File: config.mk
export PLATFORM = sky130hd
export DESIGN_NAME = mul_operand_sequencer
export DESIGN_NICKNAME = d
export VERILOG_FILES = /design/src/rtl/mul_operand_sequencer.sv
export SDC_FILE = /design/constraint.sdc
export NUM_CORES = 1
export LEC_CHECK = 0
export CELL_PAD_IN_SITES_DETAIL_PLACEMENT = 1
export CELL_PAD_IN_SITES_GLOBAL_PLACEMENT = 2
export CORE_UTILIZATION = 42
export DETAILED_ROUTE_END_ITERATION = 10
export PLACE_DENSITY_LB_ADDON = 0.05
export RECOVER_POWER = 50
export SYNTH_ARGS = -nofsm -noshare
export SYNTH_HDL_FRONTEND = slang
export SYNTH_SLANG_ARGS = --single-unit
File: constraint.sdc
create_clock -name clk -period 7.3 [get_ports clk]
set_input_delay 1.46 -clock clk [delete_from_list [all_inputs] [get_ports clk]]
set_output_delay 1.46 -clock clk [all_outputs]
set_load 0.02 [all_outputs]
File: src/rtl/mul_operand_sequencer.sv
// mul_operand_sequencer
//   Issue stage between an operand source and the 16x16 shift-add multiplier.
//   Operand pairs are buffered in a small FIFO. One multiplication is launched
//   at a time through the multiplier's start/ready contract. The captured
//   product is then offered downstream. Results leave in FIFO order.
//
//   Handshakes: a transfer on a valid/ready port happens on a rising clk edge
//   where both valid and ready are high. valid never waits on ready. Once the
//   result port raises out_valid, out_valid and out_product hold until the
//   transfer.
//
//   Ports:
//     clk, rst          clock (rising edge), asynchronous active-high reset
//     in_valid/in_ready operand pair handshake (in_ready low while rst high)
//     in_a, in_b        multiplier / multiplicand operands
//     mul_multiplier    operand A to the multiplier, held from pop to next pop
//     mul_multiplicand  operand B to the multiplier, held from pop to next pop
//     mul_start         one-cycle launch pulse to the multiplier
//     mul_product       multiplier product (valid while mul_ready is high)
//     mul_ready         multiplier idle / product valid
//     out_valid/out_ready  result handshake
//     out_product       captured 2*WIDTH-bit unsigned product
//     timeout_err       sticky multiplier-hang flag
//
//   Build option: define MUL_TIMEOUT_EN to add a per-operation cycle limit
//   (TIMEOUT). Without it, timeout_err is tied low and the FSM waits forever.
//   The FSM state is held in state_q.
module mul_operand_sequencer #(
  parameter int WIDTH   = 16,
  parameter int DEPTH   = 4,
  parameter int TIMEOUT = 40
) (
  input  logic               clk,
  input  logic               rst,
  input  logic               in_valid,
  output logic               in_ready,
  input  logic [WIDTH-1:0]   in_a,
  input  logic [WIDTH-1:0]   in_b,
  output logic [WIDTH-1:0]   mul_multiplier,
  output logic [WIDTH-1:0]   mul_multiplicand,
  output logic               mul_start,
  input  logic [2*WIDTH-1:0] mul_product,
  input  logic               mul_ready,
  output logic               out_valid,
  input  logic               out_ready,
  output logic [2*WIDTH-1:0] out_product,
  output logic               timeout_err
);

  localparam int AW = (DEPTH > 1) ? $clog2(DEPTH) : 1;
  localparam int CW = $clog2(DEPTH + 1);

  typedef enum logic [2:0] {
    S_IDLE      = 3'd0,
    S_LAUNCH    = 3'd1,
    S_WAIT_BUSY = 3'd2,
    S_WAIT_DONE = 3'd3,
    S_HOLD      = 3'd4
  } state_t;

  state_t state_q, state_d;

  logic [WIDTH-1:0] mem_a [DEPTH];
  logic [WIDTH-1:0] mem_b [DEPTH];
  logic [AW-1:0]    wr_ptr, rd_ptr;
  logic [CW-1:0]    count;
  logic             push, pop, done, tmo_hit;

  // No bypass: a full FIFO refuses input even in a cycle where it pops.
  assign in_ready = ~rst & (count < CW'(DEPTH));
  assign push     = in_valid & in_ready;
  assign pop      = (state_q == S_IDLE) & (count != '0);
  // A timeout in the same cycle as completion drops the result.
  assign done     = (state_q == S_WAIT_DONE) & mul_ready & ~tmo_hit;

  // ---------------------------------------------------------------- FIFO
  // The storage needs no reset. Only the pointers and the count define
  // which entries are occupied.
  always_ff @(posedge clk) begin
    if (push) begin
      mem_a[wr_ptr] <= in_a;
      mem_b[wr_ptr] <= in_b;
    end
  end

  // DEPTH is a power of two, so the pointers wrap by natural overflow.
  always_ff @(posedge clk or posedge rst) begin
    if (rst) begin
      wr_ptr <= '0;
      rd_ptr <= '0;
      count  <= '0;
    end else begin
      if (push) wr_ptr <= wr_ptr + 1'b1;
      if (pop)  rd_ptr <= rd_ptr + 1'b1;
      case ({push, pop})
        2'b10:   count <= count + 1'b1;
        2'b01:   count <= count - 1'b1;
        default: ;
      endcase
    end
  end

  // ------------------------------------------------------ optional timeout
`ifdef MUL_TIMEOUT_EN
  localparam int TW = $clog2(TIMEOUT + 1);

  logic [TW-1:0] tmo_cnt;
  logic          in_wait;

  assign in_wait = (state_q == S_WAIT_BUSY) | (state_q == S_WAIT_DONE);
  // The counter holds the number of wait cycles already spent. The limit is
  // reached on the edge that would make it TIMEOUT.
  assign tmo_hit = in_wait & (tmo_cnt == TW'(TIMEOUT - 1));

  always_ff @(posedge clk or posedge rst) begin
    if (rst) begin
      tmo_cnt     <= '0;
      timeout_err <= 1'b0;
    end else begin
      if (state_q == S_LAUNCH) tmo_cnt <= '0;
      else if (in_wait)        tmo_cnt <= tmo_cnt + 1'b1;
      if (tmo_hit) timeout_err <= 1'b1;
    end
  end
`else
  assign tmo_hit     = 1'b0;
  assign timeout_err = 1'b0;
`endif

  // ------------------------------------------------------- FSM: state reg
  always_ff @(posedge clk or posedge rst) begin
    if (rst) state_q <= S_IDLE;
    else     state_q <= state_d;
  end

  // ------------------------------------------------------ FSM: next state
  always_comb begin
    state_d = state_q;
    case (state_q)
      S_IDLE:      if (count != '0) state_d = S_LAUNCH;
      S_LAUNCH:    state_d = S_WAIT_BUSY;
      S_WAIT_BUSY: begin
        if (tmo_hit)         state_d = S_IDLE;
        else if (!mul_ready) state_d = S_WAIT_DONE;
      end
      S_WAIT_DONE: begin
        if (tmo_hit)        state_d = S_IDLE;
        else if (mul_ready) state_d = S_HOLD;
      end
      S_HOLD:      if (out_valid && out_ready) state_d = S_IDLE;
      default:     state_d = S_IDLE;
    endcase
  end

  // ---------------------------------------------------------- FSM: outputs
  always_comb begin
    mul_start = 1'b0;
    if (state_q == S_LAUNCH) mul_start = 1'b1;
  end

  // -------------------------------------------------------------- datapath
  always_ff @(posedge clk or posedge rst) begin
    if (rst) begin
      mul_multiplier   <= '0;
      mul_multiplicand <= '0;
      out_product      <= '0;
      out_valid        <= 1'b0;
    end else begin
      if (pop) begin
        mul_multiplier   <= mem_a[rd_ptr];
        mul_multiplicand <= mem_b[rd_ptr];
      end
      if (done) begin
        out_product <= mul_product;
        out_valid   <= 1'b1;
      end else if (state_q == S_HOLD && out_ready) begin
        out_valid <= 1'b0;
      end
    end
  end

endmodule

* Yosys cells after proc, flatten, opt, wreduce, memory -nomap -nowiden
Memory sizes are Yosys's and may differ from the RTL's. A register that Yosys moved wholly into a read port is not among the register bits.
Cells that the tools add are included.
** Storage, ports and cells
- Register bits :: 43
- Memory bits (writable) :: 128
- Word-level logic and storage cells :: 46
- Output and inout port bits :: 68
- Bits of input ports :: 69
- Memories :: 2
** Cells by class
- Reductions and logical operators :: 7
- Muxes and demuxes :: 11
- Add/sub/neg operators :: 4
- Bitwise gates (word level) :: 5
- Order comparisons :: 1
- Equality and inequality tests :: 10
** Memory list
- mem_a :: depth 4, bits a word 16, rd ports 1, clocked after memory_dff 1, wr ports 1, line 63 : logic [WIDTH-1:0] mem_a [DEPTH];
- mem_b :: depth 4, bits a word 16, rd ports 1, clocked after memory_dff 1, wr ports 1, line 64 : logic [WIDTH-1:0] mem_b [DEPTH];
** Operators with widths (count)
- 3-bit case mux with 5 select lines :: 1
- 3-bit two-way mux :: 4
- 3-bit by 2-bit == test with 1-bit output (second input constant) :: 2
- 2-bit inequality test (second input constant) :: 3
- 3-bit case mux with 2 select lines :: 1
- 1-bit two-way mux :: 5
- 2-bit by 1-bit adder with 2-bit output (second input constant) :: 2
- 1-bit bitwise AND :: 4
- 4-bit AND reduction :: 1
- 2-bit nonzero test :: 2
- 3-bit by 1-bit adder with 3-bit output (second input constant) :: 1
- 3-bit by 1-bit == test with 1-bit output (second input constant) :: 1
- 3-bit == test (second input constant) :: 1
- 3-bit zero test :: 1
- 3-bit less-than comparator (second input constant) :: 1
- 3-bit nonzero test :: 1
- 3-bit by 1-bit subtractor with 3-bit output (second input constant) :: 1
- 2-bit by 1-bit == test with 1-bit output (second input constant) :: 1
- 2-bit == test (second input constant) :: 1
- 1-bit logical AND :: 2
- 2-bit by 1-bit inequality test with 1-bit output (second input constant) :: 1
- 1-bit inverter :: 1

* Logic depth before layout (Yosys ltp)
Gate-level depths: netlist of the first run.
- Depth after elaboration :: 5
- Depth in mapped cells :: 10

* Worst setup path before layout of the first run
No wires, ideal clock.
- Kind :: in2out
- Start point :: input rst
- End point :: output in_ready
- Buffers on the path :: 0
- Stages :: 1
- Slack :: 4002 ps
- Arrival :: 1838 ps
- Cell sequence :: nor2_1
** Between the ends
- Cells in the longest elaborated chain, start to end :: 2
** Ends and longest elaborated chain
- from (decl) :: line 34 : input logic rst,
- 1-bit inverter :: line 70 : assign in_ready = ~rst & (count < CW'(DEPTH));
- 1-bit bitwise AND :: line 70
- to (decl) :: line 36 : output logic in_ready,
Every way passes these cells.

* Final worst setup path of the first run
Ends and elaborated chain as after synthesis.

==> out/results.ini, run 1 <==
[status]
outcome = finished, violations left
violations = capacitance limit, slew limit

[route]
avgRoutedWirePerCell_um = 19.41
drc_errors = 0
antenna_left = 0
vias = 3797
detail_route.vias_per_cell = 5.069
dr.first_iter.drc_count = 107
wirelength_mm = 14.54
drt_pass1_iterations = 4

[synthesis]
synth-compound-area-share_pct = 0.2130
synth_fa_ha_area_share_pct = 1.081
yosysSeqAreaShare_pct = 74.91
synth_top_family_by_area = multiplexers
synth_edf_count = 128
netlist_area_um2 = 7636
muxShareOfSynthArea_pct = 19.35
synth_nets = 438
ys_seq_elements = 203
synthCells = 363
synth_cell_types = 31
synthSimpleGateAreaFrac_pct = 1.720
async_reset_ff_share_pct = 36.95
syn_area_per_cell_um2 = 21.04
yosysWarnings = 0
ys.flop_type = edfxtp_1
synthXorXnorAreaFrac_pct = 0.6882

[power_and_ir_drop]
irDropWorstVdd_v = 0.0002283
seqPwrFrac_pct = 39.9
p_leak_uw = 0.003595
intPower_uw = 2972
switching_share_pct = 29.41
clkPwrFrac_pct = 26.0
power_uw = 4210
power_switching_uw = 1238
power_frac_comb_pct = 34.1
cellPowerDensity_nw_per_um2 = 426.1

[cts]
cts.sinks = 203
root_buffer = clkbuf_16
cts_max_level = 1
path_clk_slew_ns = 0.06
hold_buffers = 0
numCtsBuffers = 21
cts.path.max_buffers = 3
ctsResizeCount = 0
cts_setup_buffers = 0
cts_tree = built
clock_latency_ns = 0.49

[timing]
hold_ws_ns = 0.5035
grt_setup_unrepaired = false
period_share_pct = 60.10
fin_tns_setup_ns = 0
setup_slack_ns = 2.913
slew_headroom_pct = -29.94
worst_pin_slew_ns = 1.944
setup_viol = 0
fmax_mhz = 227.9
finalCriticalPeriod_ns = 4.387
slew_violations = 103
finalHoldViolCount = 0
fin_skew_ns = 0.01138

[setup_path]
crit_chain = dlygate4sd3_1, nor2_1, clkdlybuf4s50_1
crit-reg2reg-launch = state_q[1]
critPathLaunch = rst
crit_type = in2out
critPathMaxFanout = 6
critPathRequiredTime_ns = 5.84
cp_slowest_cell = clkdlybuf4s50_1
reg2reg_slack_ns = 3.71
critPathCaptureType = primary output
path_buf_inv = 2
slowest_delay_ns = 0.66
crit_family = buffers and inverters
cp_data_arrival_time_ns = 2.93
start_kind = primary input

[worst_hold_path]
hp-start = mul_multiplicand[11]
hp-class = reg2reg

[placed_design]
dp_hpwl_mm = 8.792
pre_cts_slack_ns = 3.033
dp.cells = 711
numPortBuffers = 135
place_congestion = 0.6755

[die]
die_w_um = 136.8
io_pins = 137
coreArea_um2 = 17540
die_h_um = 136.8
start_util_pct = 43.54
rows = 48
dieArea_um2 = 18720

[global_routing]
grt.total_usage_pct = 16.23
grt-ovfl-total = 0
grt_pass1_wl_mm = 22.83
antenna_found_initial = 1
grt_pass1_vias = 4145
grt_max_degree = 76

[layout]
final-instance-count-excl-fill = 749
drive_above_1_share_pct = 25.43
regArea_um2 = 5722
layout.nets = 584
area_delta_synth_final_pct = 29.36
fill_cells = 1537
multi_input_area_um2 = 1762

[job]
drv_cap = 3

==> cell type report <==
| type | count | area share, % |
|---|---|---|
| clock buffers | 24 | 5.434 |
| flip-flops and latches | 203 | 57.92 |
| well taps | 225 | 2.850 |
| multi-input cells | 136 | 17.83 |
| repair buffers | 138 | 13.87 |
| inverters | 9 | 0.3547 |
| diodes | 1 | 0.02533 |
| clock inverters | 13 | 1.710 |
==> cells in the final DEF, fill, tap and decap left out, types with 5 or more instances in the layout <==
cell type	count
clkbuf_16	21
inv_1	8
dfrtp_1	74
nor2_1	5
mux2_2	65
dlygate4sd3_1	35
edfxtp_1	128
ha_1	5
mux4_2	28
clkdlybuf4s50_1	100
==> power by group through the flow <==
stage / clock network (µW) / logic, µW / registers (µW)
after floorplan: 0 / 719 / 1870
after global placement: 0 / 1430 / 1690
after detailed placement: 0 / 1450 / 1710
after CTS: 1120 / 1460 / 1690
after global routing: 1160 / 1550 / 1720
final: 1100 / 1440 / 1680
==> per-layer routing <==
layer | wire length (µm) | track usage [%]
met1 | 6285 | 21.51
met5 | 0 | 0
met3 | 1167 | 3.704
met4 | 231 | 4.518
met2 | 6851 | 26.96
==> logic make-up (layout without fill, tap and decap cells) <==
| group | count (synthesis) | after routing |
|---|---|---|
| AO/OA/AOI/OAI | 3 | 3 |
| XOR/XNOR | 6 | 6 |
| adder cells (fa/ha/maj) | 6 | 6 |
| buffers and inverters | 24 | 184 |
| flip-flops | 203 | 203 |
| multiplexers | 98 | 98 |
| other | 1 | 2 |
| AND/OR/NAND/NOR | 22 | 22 |
==> worst paths after layout <==
check | endpoint | cells past startpoint
min in group asynchronous | wr_ptr[1] | 3
hold reg to reg | mul_multiplicand[11] | 1
hold / removal | mul_multiplicand[11] | 1
setup / recovery | in_ready | 3
max in group asynchronous | rd_ptr[0] | 3
setup reg to reg | count[2] | 9
==> Yosys cell counts (2+ instances only) <==
cell type / n / area, µm²
edfxtp_1: 128 / 3844
dfrtp_1: 75 / 1877
mux2_2: 65 / 732.0
mux4_2: 28 / 630.6
inv_1: 9 / 33.78
buf_6: 7 / 78.83
and3_1: 5 / 31.28
ha_1: 5 / 62.56
buf_2: 4 / 20.02
mux4_1: 4 / 105.1
nor2_1: 4 / 15.01
xnor2_1: 4 / 35.03
clkbuf_1: 3 / 11.26
a21oi_1: 2 / 10.01
nand2_1: 2 / 7.510
nand4_1: 2 / 12.51
xor2_1: 2 / 17.52
==> registers in the layout, summed over array words and instances, names as in the netlist <==
signal and flops:
count 3, out_product 32, state_q 3, mem_a 64
mem_b 64, mul_multiplier 16, out_valid 1, wr_ptr 2
rd_ptr 2, mul_multiplicand 16
==> stage by stage <==
step / utilization, % / instance area, µm²
6_report: 56.33 / 9878
5_1_grt: 56.31 / 9876
4_1_cts: 56.39 / 9888
3_5_place_dp: 52.36 / 9183
3_3_place_gp: 52.36 / 9183
2_1_floorplan: - / 7636
Note: power is estimated with default switching activity, not from simulation.
==> run 2, diff against run 1 <==
--- a/config.mk
+++ b/config.mk
@@ -7,7 +7,7 @@
 export LEC_CHECK = 0
 export CELL_PAD_IN_SITES_DETAIL_PLACEMENT = 1
 export CELL_PAD_IN_SITES_GLOBAL_PLACEMENT = 2
-export CORE_UTILIZATION = 42
+export CORE_UTILIZATION = 39
 export DETAILED_ROUTE_END_ITERATION = 10
 export PLACE_DENSITY_LB_ADDON = 0.05
 export RECOVER_POWER = 50
==> constraint.sdc (replaced) <==
create_clock -name clk -period 4.2 [get_ports clk]
set_input_delay 0.84 -clock clk [delete_from_list [all_inputs] [get_ports clk]]
set_output_delay 0.84 -clock clk [all_outputs]
set_load 0.02 [all_outputs]
==> run 2 against run 1 <==
The flow still finishes with violations (capacitance limit, slew limit). Sequential share of layout area rose by 0.15 points. Combinational power rose by 71%. Final cell count rose by 4.9%. Cell area fell by 0.25%. Routed wire length rose by 2.1%. First-iteration DRC count rose by 67%. Via count fell by 0.63%. Setup slack got worse by 1.9 ns. Sequential cell count did not move. Sequential power rose by 76%. Count of clock-buffer cells in the layout rose by 9. Largest power group unchanged.
==> out/results.ini, run 2 (synthesized netlist as in run 1, its figures left out) <==
[cts]
cts.sinks = 203
ctsResizeCount = 0
cts_max_level = 1
cts_setup_buffers = 0
cts_tree = built
clock_latency_ns = 0.48
root_buffer = clkbuf_16
cts.path.max_buffers = 3
hold_buffers = 0
numCtsBuffers = 21
path_clk_slew_ns = 0.05

[status]
outcome = finished, violations left
violations = capacitance limit, slew limit

[placed_design]
numPortBuffers = 135
place_congestion = 0.6886
dp.cells = 748
dp_hpwl_mm = 9.503

[timing]
finalHoldViolCount = 0
worst_pin_slew_ns = 2.175
setup_viol = 0
grt_setup_unrepaired = false
fin_skew_ns = 0.007802
fin_tns_setup_ns = 0
finalCriticalPeriod_ns = 3.166
fmax_mhz = 315.8
slew_headroom_pct = -44.97
period_share_pct = 75.39
slew_violations = 101

[layout]
final-instance-count-excl-fill = 786
final_common_cell = edfxtp_1
layout_common_cells = edfxtp_1, clkdlybuf4s50_1, dfrtp_1
drive_above_1_share_pct = 24.19
area_delta_synth_final_pct = 29.03
top_regs = mem_a (64), mem_b (64), out_product (32)
fill_cells = 1770
layout.nets = 586

[setup_path]
reg2reg_slack_ns = 1.13
crit-reg2reg-launch = count[0]
r2r-end = mul_multiplier[15]
cp_data_arrival_time_ns = 2.33
crit_type = in2out
crit_end = in_ready
critPathRequiredTime_ns = 3.36
path_buf_inv = 2
crit_family = buffers and inverters
critical_path_cell_count = 3
start_kind = primary input
reg2reg_depth = 4
critPathLaunch = rst
crit_chain = dlygate4sd3_1, nor2_1, clkdlybuf4s50_1
cp_slowest_cell = clkdlybuf4s50_1
critPathCaptureType = primary output
critPathMaxFanout = 6
slowest_delay_ns = 0.66

[worst_hold_path]
holdPathStages = 1
hp-class = reg2reg
hp-start = mul_multiplier[4]

[route]
wirelength_mm = 14.84
avgRoutedWirePerCell_um = 18.88
drt_pass1_iterations = 4
drc_errors = 0
antenna_left = 0
vias = 3773
dr.first_iter.drc_count = 179
detail_route.vias_per_cell = 4.800

[global_routing]
antenna_found_initial = 0
grt.total_usage_pct = 15.30
grt_pass1_wl_mm = 23.47
grt_max_degree = 34
grt-ovfl-total = 0
grt_pass1_vias = 4281

[die]
io_pins = 137
die_h_um = 141.9
coreArea_um2 = 18960
die_w_um = 141.9
start_util_pct = 40.28
rows = 50
dieArea_um2 = 20140

[power_and_ir_drop]
irDropWorstVdd_v = 0.0003937
cellPowerDensity_nw_per_um2 = 722.0
p_leak_uw = 0.003560

[job]
drv_cap = 3

run 2: metrics by stage:
| stage | instance area [µm²] | setup slack [ns] | util [%] | hold slack [ns] | total power (µW) |
|---|---|---|---|---|---|
| after global routing | 9851 | 0.9057 | 51.97 | 0.5242 | 7497 |
| after floorplan | 7636 | 1.450 | - | 0.4643 | 4492 |
| after detailed placement | 9241 | 1.141 | 48.75 | 0.4946 | 5520 |
| after global placement | 9241 | 1.177 | 48.75 | 0.4871 | 5443 |
| after CTS | 9863 | 1.141 | 52.03 | 0.5080 | 7239 |
| final | 9853 | 1.034 | 51.98 | 0.5049 | 7114 |
run 2: routing by layer:
layer  GRT usage, %  share of wire, %  vias up  wire length (µm)
li1               -                 -     1707                 -
met2          27.30                50      116              7416
met3          2.565               4.7       24               693
met1          19.27                43     1926              6450
met5              0                 0        -                 0
met4          4.075               1.9        0               276
run 2: final cells by class:
type | count | area, µm² | share of cell area [%]
Sequential cell | 203 | 5722 | 58.07
Clock inverter | 4 | 41.29 | 0.4190
Clock buffer | 33 | 580.6 | 5.892
Timing Repair Buffer | 140 | 1378 | 13.98
Multi-Input combinational cell | 136 | 1769 | 17.96
Tap cell | 260 | 325.3 | 3.302
Inverter | 9 | 35.03 | 0.3556
Antenna cell | 1 | 2.502 | 0.02540
run 2: how the worst min path moves through the flow:
stage,endpoint,slack (ns)
2_1_floorplan,count[2],0.46
3_3_place_gp,out_product[6],0.49
3_5_place_dp,mul_multiplicand[4],0.49
4_1_cts,mul_multiplier[4],0.51
5_1_grt,mul_multiplicand[12],0.52
6_report,mul_multiplier[4],0.50
run 2: power by group:
part           internal [µW]  leakage [µW]  total [µW]  switching (µW)
sequential              2610       0.00204        2950             342
combinational           1380       0.00122        2460            1080
clock                   1000      0.000298        1700             698
total                   4990       0.00356        7110            2120
==> run 3, diff against run 2 <==
==> constraint.sdc (replaced) <==
create_clock -name clk -period 3.2 [get_ports clk]
set_input_delay 0.64 -clock clk [delete_from_list [all_inputs] [get_ports clk]]
set_output_delay 0.64 -clock clk [all_outputs]
set_load 0.02 [all_outputs]
==> run 3 against run 2 <==
The flow still finishes with violations (capacitance limit, slew limit). Die area did not move. Sequential power up 31%. Routed wire length increased by 0.73%. Clock power rose by 42%. Non-clock buffer count grew 4. Critical path type unchanged. Critical endpoint unchanged. Highest routed layer unchanged.
==> out/results.ini, run 3 (synthesized netlist as in run 1, its figures left out) <==
[global_routing]
grt.total_usage_pct = 15.42
antenna_found_initial = 1
grt_use_met3_pct = 3.476
gr-usage-met1_pct = 19.74
grt-ovfl-total = 0
grt_pass1_wl_mm = 23.47
met2_usage_pct = 26.32
top_usage_layer = met2
grt_max_degree = 49
grt_pass1_vias = 4133

[die]
start_util_pct = 40.28
die_w_um = 141.9
rows = 50
io_pins = 137
coreArea_um2 = 18960
die_h_um = 141.9
dieArea_um2 = 20140

[route]
drt_pass1_iterations = 4
detail_route.vias_per_cell = 4.868
wirelength_mm = 14.95
drc_errors = 0
vias = 3860
avgRoutedWirePerCell_um = 18.85
dr.first_iter.drc_count = 131
antenna_left = 0

[layout]
final_core_util_pct = 52.92
drive_above_1_share_pct = 26.69
top_regs = mem_a (64), mem_b (64), out_product (32)
area_delta_synth_final_pct = 31.36
final_common_cell = edfxtp_1
layout_common_cells = edfxtp_1, clkdlybuf4s50_1, dfrtp_1
final_cell_area_um2 = 10030
fill_cells = 1748
layout.nets = 591

[setup_path]
critPathRequiredTime_ns = 2.56
crit_type = in2out
critPathCaptureType = primary output
start_kind = primary input
critPathMaxFanout = 6
cp_data_arrival_time_ns = 2.10

[placed_design]
dp_hpwl_mm = 9.220
numPortBuffers = 135
pre_cts_slack_ns = 0.5805
place_area_um2 = 9334
place_congestion = 0.6656

[timing]
finalHoldViolCount = 0
fmax_mhz = 364.9
worst_pin_slew_ns = 1.735
finalCriticalPeriod_ns = 2.741
grt_setup_unrepaired = false
slew_headroom_pct = -15.65
fin_tns_setup_ns = 0
setup_viol = 0
period_share_pct = 85.64
fin_skew_ns = 0.02213
slew_violations = 62
setup_slack_ns = 0.4594

[cts]
numCtsBuffers = 22
root_buffer = clkbuf_16
cts.path.max_buffers = 3
cts_max_level = 1
path_clk_slew_ns = 0.05
hold_buffers = 0
cts_setup_buffers = 0
clock_latency_ns = 0.50
cts_tree = built
ctsResizeCount = 0
cts.sinks = 203

[status]
violations = capacitance limit, slew limit
outcome = finished, violations left

[job]
drv_cap = 2

[worst_hold_path]
hp-class = reg2reg

[power_and_ir_drop]
irDropWorstVdd_v = 0.0004004
cellPowerDensity_nw_per_um2 = 949.0
p_leak_uw = 0.003654

run 3: through the flow:
step	power [µW]	cells	hold WS (ns)
after global placement	7184	752	0.4860
after global routing	10030	792	0.5131
final	9519	793	0.4929
after CTS	9708	792	0.5027
after detailed placement	7260	752	0.4929
after floorplan	5896	363	0.4643
run 3: power by group:
part / switching (µW) / total, µW / internal (µW)
sequential: 422 / 3850 / 3430
combinational: 1440 / 3250 / 1810
clock: 961 / 2420 / 1450
total: 2820 / 9520 / 6690
run 3: worst paths after layout:
| path | from | endpoint | slack (ns) | cells after the start |
|---|---|---|---|---|
| worst max-delay path | rst | in_ready | 0.46 | 3 |
| worst min-delay path | count[0] | count[0] | 0.49 | 1 |
| worst max register to register | rd_ptr[0] | mul_multiplicand[15] | 0.55 | 3 |
| worst min register to register | count[0] | count[0] | 0.49 | 1 |
| max in group asynchronous | rst | out_product[12] | 1.35 | 3 |
| min in group asynchronous | rst | mul_multiplicand[15] | 0.99 | 2 |
run 3: final cells by class:
type / count / area [µm²] / area share, %
timing repair buffer: 144 / 1474 / 14.69
antenna: 1 / 2.502 / 0.02495
inverter: 9 / 35.03 / 0.3493
clock buffer: 34 / 678.2 / 6.761
tap: 260 / 325.3 / 3.243
sequential: 203 / 5723 / 57.05
clock inverter: 6 / 28.78 / 0.2869
multi-input combinational: 136 / 1764 / 17.59
run 3: per-layer routing:
metal | wire (µm) | vias to the layer above | share of wire (%)
li1 | - | 1725 | -
met1 | 6520 | 1984 | 44
met2 | 7268 | 125 | 49
met3 | 854 | 26 | 5.7
met4 | 301 | 0 | 2.0
met5 | 0 | - | 0
run 3: critical path, cell delays in order:
cell,delay (ns)
dlygate4sd3_1,0.56
nor2_1,0.24
clkdlybuf4s50_1,0.66
